[src/rtl/car_alarm_chime.sv]
// Car warning chime: debounced alarm input driving a bounded beep sequence
// with driver mute and auto-silence after MAX_BEEPS beeps.
module car_alarm_chime #(
    parameter int DEBOUNCE_CYC = 4,
    parameter int ON_CYC       = 8,
    parameter int OFF_CYC      = 8,
    parameter int MAX_BEEPS    = 5
) (
    input  logic       Clk,
    input  logic       nReset,
    input  logic       Alarm,
    input  logic       Mute,
    output logic       Buzzer,
    output logic       Active,
    output logic [2:0] BeepCnt
);

    typedef enum logic [1:0] {
        IDLE,
        ON,
        OFF,
        HOLD
    } state_t;

    localparam logic [3:0] DB_LAST = 4'(DEBOUNCE_CYC - 1);
    localparam logic [7:0] ON_LD   = 8'(ON_CYC);
    localparam logic [7:0] OFF_LD  = 8'(OFF_CYC);
    localparam logic [2:0] MAX_CNT = 3'(MAX_BEEPS);

    state_t     state;
    state_t     state_nx;
    logic       alarm_db;
    logic [3:0] db_cnt;
    logic [7:0] timer;
    logic [7:0] timer_nx;
    logic [2:0] beep_nx;
    logic       expired;

    always_ff @(posedge Clk or negedge nReset) begin
        if (!nReset) begin
            alarm_db <= 1'b0;
            db_cnt   <= 4'd0;
        end else if (Alarm == alarm_db) begin
            db_cnt <= 4'd0;
        end else if (db_cnt == DB_LAST) begin
            alarm_db <= Alarm;
            db_cnt   <= 4'd0;
        end else begin
            db_cnt <= db_cnt + 4'd1;
        end
    end

    assign Active  = alarm_db;
    assign expired = (timer <= 8'd1);

    always_comb begin
        state_nx = state;
        timer_nx = timer;
        beep_nx  = BeepCnt;
        // Losing the debounced alarm outranks mute and timer expiry
        if (!alarm_db) begin
            state_nx = IDLE;
            timer_nx = 8'd0;
            beep_nx  = 3'd0;
        end else begin
            unique case (state)
                IDLE: begin
                    state_nx = ON;
                    timer_nx = ON_LD;
                    beep_nx  = 3'd0;
                end
                ON: begin
                    if (Mute) begin
                        state_nx = HOLD;
                    end else if (expired) begin
                        beep_nx = BeepCnt + 3'd1;
                        if (beep_nx == MAX_CNT) begin
                            state_nx = HOLD;
                        end else begin
                            state_nx = OFF;
                            timer_nx = OFF_LD;
                        end
                    end else begin
                        timer_nx = timer - 8'd1;
                    end
                end
                OFF: begin
                    if (Mute) begin
                        state_nx = HOLD;
                    end else if (expired) begin
                        state_nx = ON;
                        timer_nx = ON_LD;
                    end else begin
                        timer_nx = timer - 8'd1;
                    end
                end
                HOLD: begin
                    state_nx = HOLD;
                end
            endcase
        end
    end

    always_ff @(posedge Clk or negedge nReset) begin
        if (!nReset) begin
            state   <= IDLE;
            timer   <= 8'd0;
            BeepCnt <= 3'd0;
            Buzzer  <= 1'b0;
        end else begin
            state   <= state_nx;
            timer   <= timer_nx;
            BeepCnt <= beep_nx;
            Buzzer  <= (state_nx == ON);
        end
    end

endmodule
[config.mk]
export PLATFORM = sky130hd
export DESIGN_NAME = car_alarm_chime
export DESIGN_NICKNAME = d
export VERILOG_FILES = /design/src/rtl/car_alarm_chime.sv
export SDC_FILE = /design/constraint.sdc
export NUM_CORES = 1
export LEC_CHECK = 0
export ABC_AREA = 0
export ABC_CLOCK_PERIOD_IN_PS = 2700
export BUFFER_PORTS_ARGS = -buffer_cell sky130_fd_sc_hd__buf_2
export CAP_MARGIN = 30
export CORE_UTILIZATION = 45
export DETAILED_ROUTE_END_ITERATION = 8
export SLEW_MARGIN = 5
export SYNTH_ARGS = -nofsm -noshare
export SYNTH_HDL_FRONTEND = slang
export SYNTH_SLANG_ARGS = --single-unit
export TNS_END_PERCENT = 1
[constraint.sdc]
create_clock -name Clk -period 2.7 [get_ports Clk]
set_clock_uncertainty 0.15 [all_clocks]
set_input_delay 0.27 -clock Clk [delete_from_list [all_inputs] [get_ports Clk]]
set_output_delay 0.27 -clock Clk [all_outputs]
set_load 0.03 [all_outputs]
==> results.py <==
metrics = {
    "timing": {
        "min_period_ps": 2390,
        "fin_setup_tns_ps": 0,
        "worst_slack_ps": 306,
        "hold_slack_ps": 37.8,
        "setup_viol": 0,
        "worst_pin_slew_ps": 965,
        "slew_headroom": 0.351,
        "slew_viol_final": 0,
        "rsz0062_at_grt": "no",
        "hold_viol_final": 0,
        "finalCritPeriodShare": 0.886,
        "fmax_mhz": 418,
    },
    "power_and_ir_drop": {
        "cellLeakagePower_uw": 0.000568,
        "p_total_uw": 1670,
        "share_seq_of_total_power": 0.284,
        "swShare": 0.504,
        "p_switching_uw": 841,
        "power.density_nw_per_um2": 1240,
        "internal_power_uw": 827,
        "pwr-share-comb": 0.624,
        "clkPwrFrac": 0.091,
        "ir_drop_mv": 0.660,
    },
    "placed_design": {
        "gp_congestion": 0.802,
        "hpwl_mm": 1.87,
        "port_buffers": 8,
        "dp_slack_ps": 385,
    },
    "global_routing": {
        "grtUsageMet1": 0.306,
        "grtUsageMet3": 0.0250,
        "use_met2": 0.321,
        "grt_overflow_total": 0,
        "grt_first_pass_wirelength_mm": 4.44,
        "grt_max_degree": 20,
        "grt_usage": 0.212,
        "top_usage_layer": "met2",
        "antenna_found_initial": 0,
        "grt_pass1_vias": 979,
    },
    "logic_synthesis": {
        "synth_edf_count": 0,
        "netlist.area_leader.share": 0.383,
        "netlist_top_cells_area": "dfrtp_1 (38%), ha_1 (9.1%), inv_1 (3.6%), nor3_1 (2.8%), o21ai_0 (2.4%)",
        "syn_nets": 143,
        "netlist_area_sq_um": 1240,
        "synthFlopType": "dfrtp_1",
        "ys_async_sr_fraction": 1.00,
        "yosysTopAreaCell": "dfrtp_1",
        "synth-seq-cells": 19,
        "yosysWarnings": 0,
        "syn_area_per_cell_sq_um": 9.55,
        "syn_inst": 130,
        "synth_seq_area_share": 0.383,
        "synthDistinctLibCells": 45,
    },
    "floorplan": {
        "die_x_microns": 54.5,
        "die_h_microns": 54.5,
        "die_area_sq_um": 2970,
        "start_util": 0.488,
        "fp.coreArea_sq_um": 2540,
        "rows": 18,
        "io_pins": 9,
    },
    "hold_path": {
        "hold_depth": 3,
        "hold_path.class": "in2reg",
        "holdPathEnd": "Active",
        "min-delay-start": "Alarm",
    },
    "critical_path": {
        "startpoint_type": "flop",
        "r2r_start": "state[0]",
        "end_kind": "flop",
        "crit_arrival_ps": 2470,
        "required_ps": 2780,
        "reg2reg_depth": 5,
        "worstReg2RegEnd": "timer[0]",
        "r2r_setup_slack_ps": 310,
        "cp_max_fo": 8,
        "crit_type": "reg2reg",
    },
    "layout": {
        "num_antenna_cells": 0,
        "num-nets-final": 155,
        "seq_area_sq_um": 475,
        "nFillCells": 223,
        "final_common_cell": "dfrtp_1",
        "multi_input_area_sq_um": 697,
        "drive_gt1_frac": 0.156,
        "final_cell_mix": "dfrtp_1 (19), inv_1 (12), ha_1 (9)",
        "area_growth_syn_to_layout_pct": 8.57,
    },
    "clocking": {
        "cts_tree": "done",
        "cts_max_level": 1,
        "clkSinkCount": 19,
        "cts_buffers": 3,
        "cts_max_path_buffers": 2,
        "insertion_delay_ps": 310,
        "cts_root_buf": "clkbuf_4",
        "cts.clk_slew.worst_paths_ps": 120,
    },
    "routing": {
        "drt_iter0_markers": 37,
        "route.detailed.drc": 0,
        "num_vias": 1048,
        "viasPerCell": 6.13,
        "drt_wl_total_mm": 2.62,
        "dr.pass1.iters": 5,
        "wl_per_cell_microns": 15.3,
        "ant_nets": 0,
    },
    "job": {
        "maxCapViolCount": 0,
    },
    "run_status": {
        "status": "completed",
    },
}
[routing by layer]
metal  share of wire  routed length [microns]
met1            0.50                     1310
met2            0.45                     1180
met3           0.036                       95
met4          0.0099                       26
met5               0                        0
[power by group through the flow]
| stage | clock network (uW) | registers, uW | logic (uW) |
|---|---|---|---|
| after floorplan | 0 | 486 | 816 |
| after global placement | 0 | 475 | 1020 |
| after detailed placement | 0 | 476 | 1030 |
| after CTS | 160 | 472 | 1040 |
| after global routing | 169 | 492 | 1160 |
| final | 153 | 474 | 1040 |
[flip-flops by register name, summed over array words and instances, names as in the netlist]
name and flops:
Buzzer 1, timer 8, Active 1, db_cnt 4, BeepCnt 3, state 2
[layout make-up]
cell class | instances | share of cell area
Multi-Input combinational cell | 95 | 0.517
Timing Repair Buffer | 11 | 0.0483
Tap cell | 30 | 0.0279
Clock buffer | 3 | 0.0167
Inverter | 12 | 0.0334
Clock inverter | 1 | 0.00371
Sequential cell | 19 | 0.353
[cells in the mapped netlist (2+ instances only)]
master,number
or4_1,2
a31oi_1,2
nand4_1,3
ha_1,9
nand3_1,5
xnor2_1,2
or3_1,3
nor3_1,7
nor2b_1,2
a222oi_1,2
nor4_1,3
nor2_1,8
dfrtp_1,19
inv_1,12
o21ai_0,6
a21oi_1,5
a211oi_1,4
nand2_1,5
o31a_1,2
o211ai_1,2
o31ai_1,3
[cells by family after synthesis]
kind of cell / synth area share
simple gates: 0.227
compound gates: 0.215
flops: 0.383
buf+inv: 0.0554
fa+ha+maj: 0.0907
xor+xnor: 0.0212
mux: 0.00806
[critical path, stage by stage (launching register included)]
cell,delay [ps]
dfrtp_1,440
inv_1,90
ha_1,250
o31ai_1,830
a22oi_1,320
o21ai_0,230
[worst max-delay path by stage]
stage               startpoint  endpoint  slack [ps]  cells after the start
floorplan             timer[0]  timer[4]         640                      6
global placement      state[0]  timer[4]         400                      5
detailed placement    state[0]  timer[2]         390                      5
CTS                   state[0]  timer[2]         360                      5
global route          state[0]  timer[4]         150                      5
finish                state[0]  timer[0]         310                      5
[what timing repair did]
| item | 4_1_cts | 5_1_grt |
|---|---|---|
| hold endpoints to repair | 19 | 0 |
| resized for setup | 0 | 0 |
| hold buffers | 1 | 0 |
| buffers inserted | 0 | 0 |
[stage by stage]
step	area, sq um	cells	utilization
global placement	1310	166	0.515
global route	1350	171	0.529
detailed placement	1310	166	0.515
floorplan	1240	130	-
CTS	1350	171	0.529
finish	1350	171	0.529
Note: power is estimated with default switching activity, not from simulation.
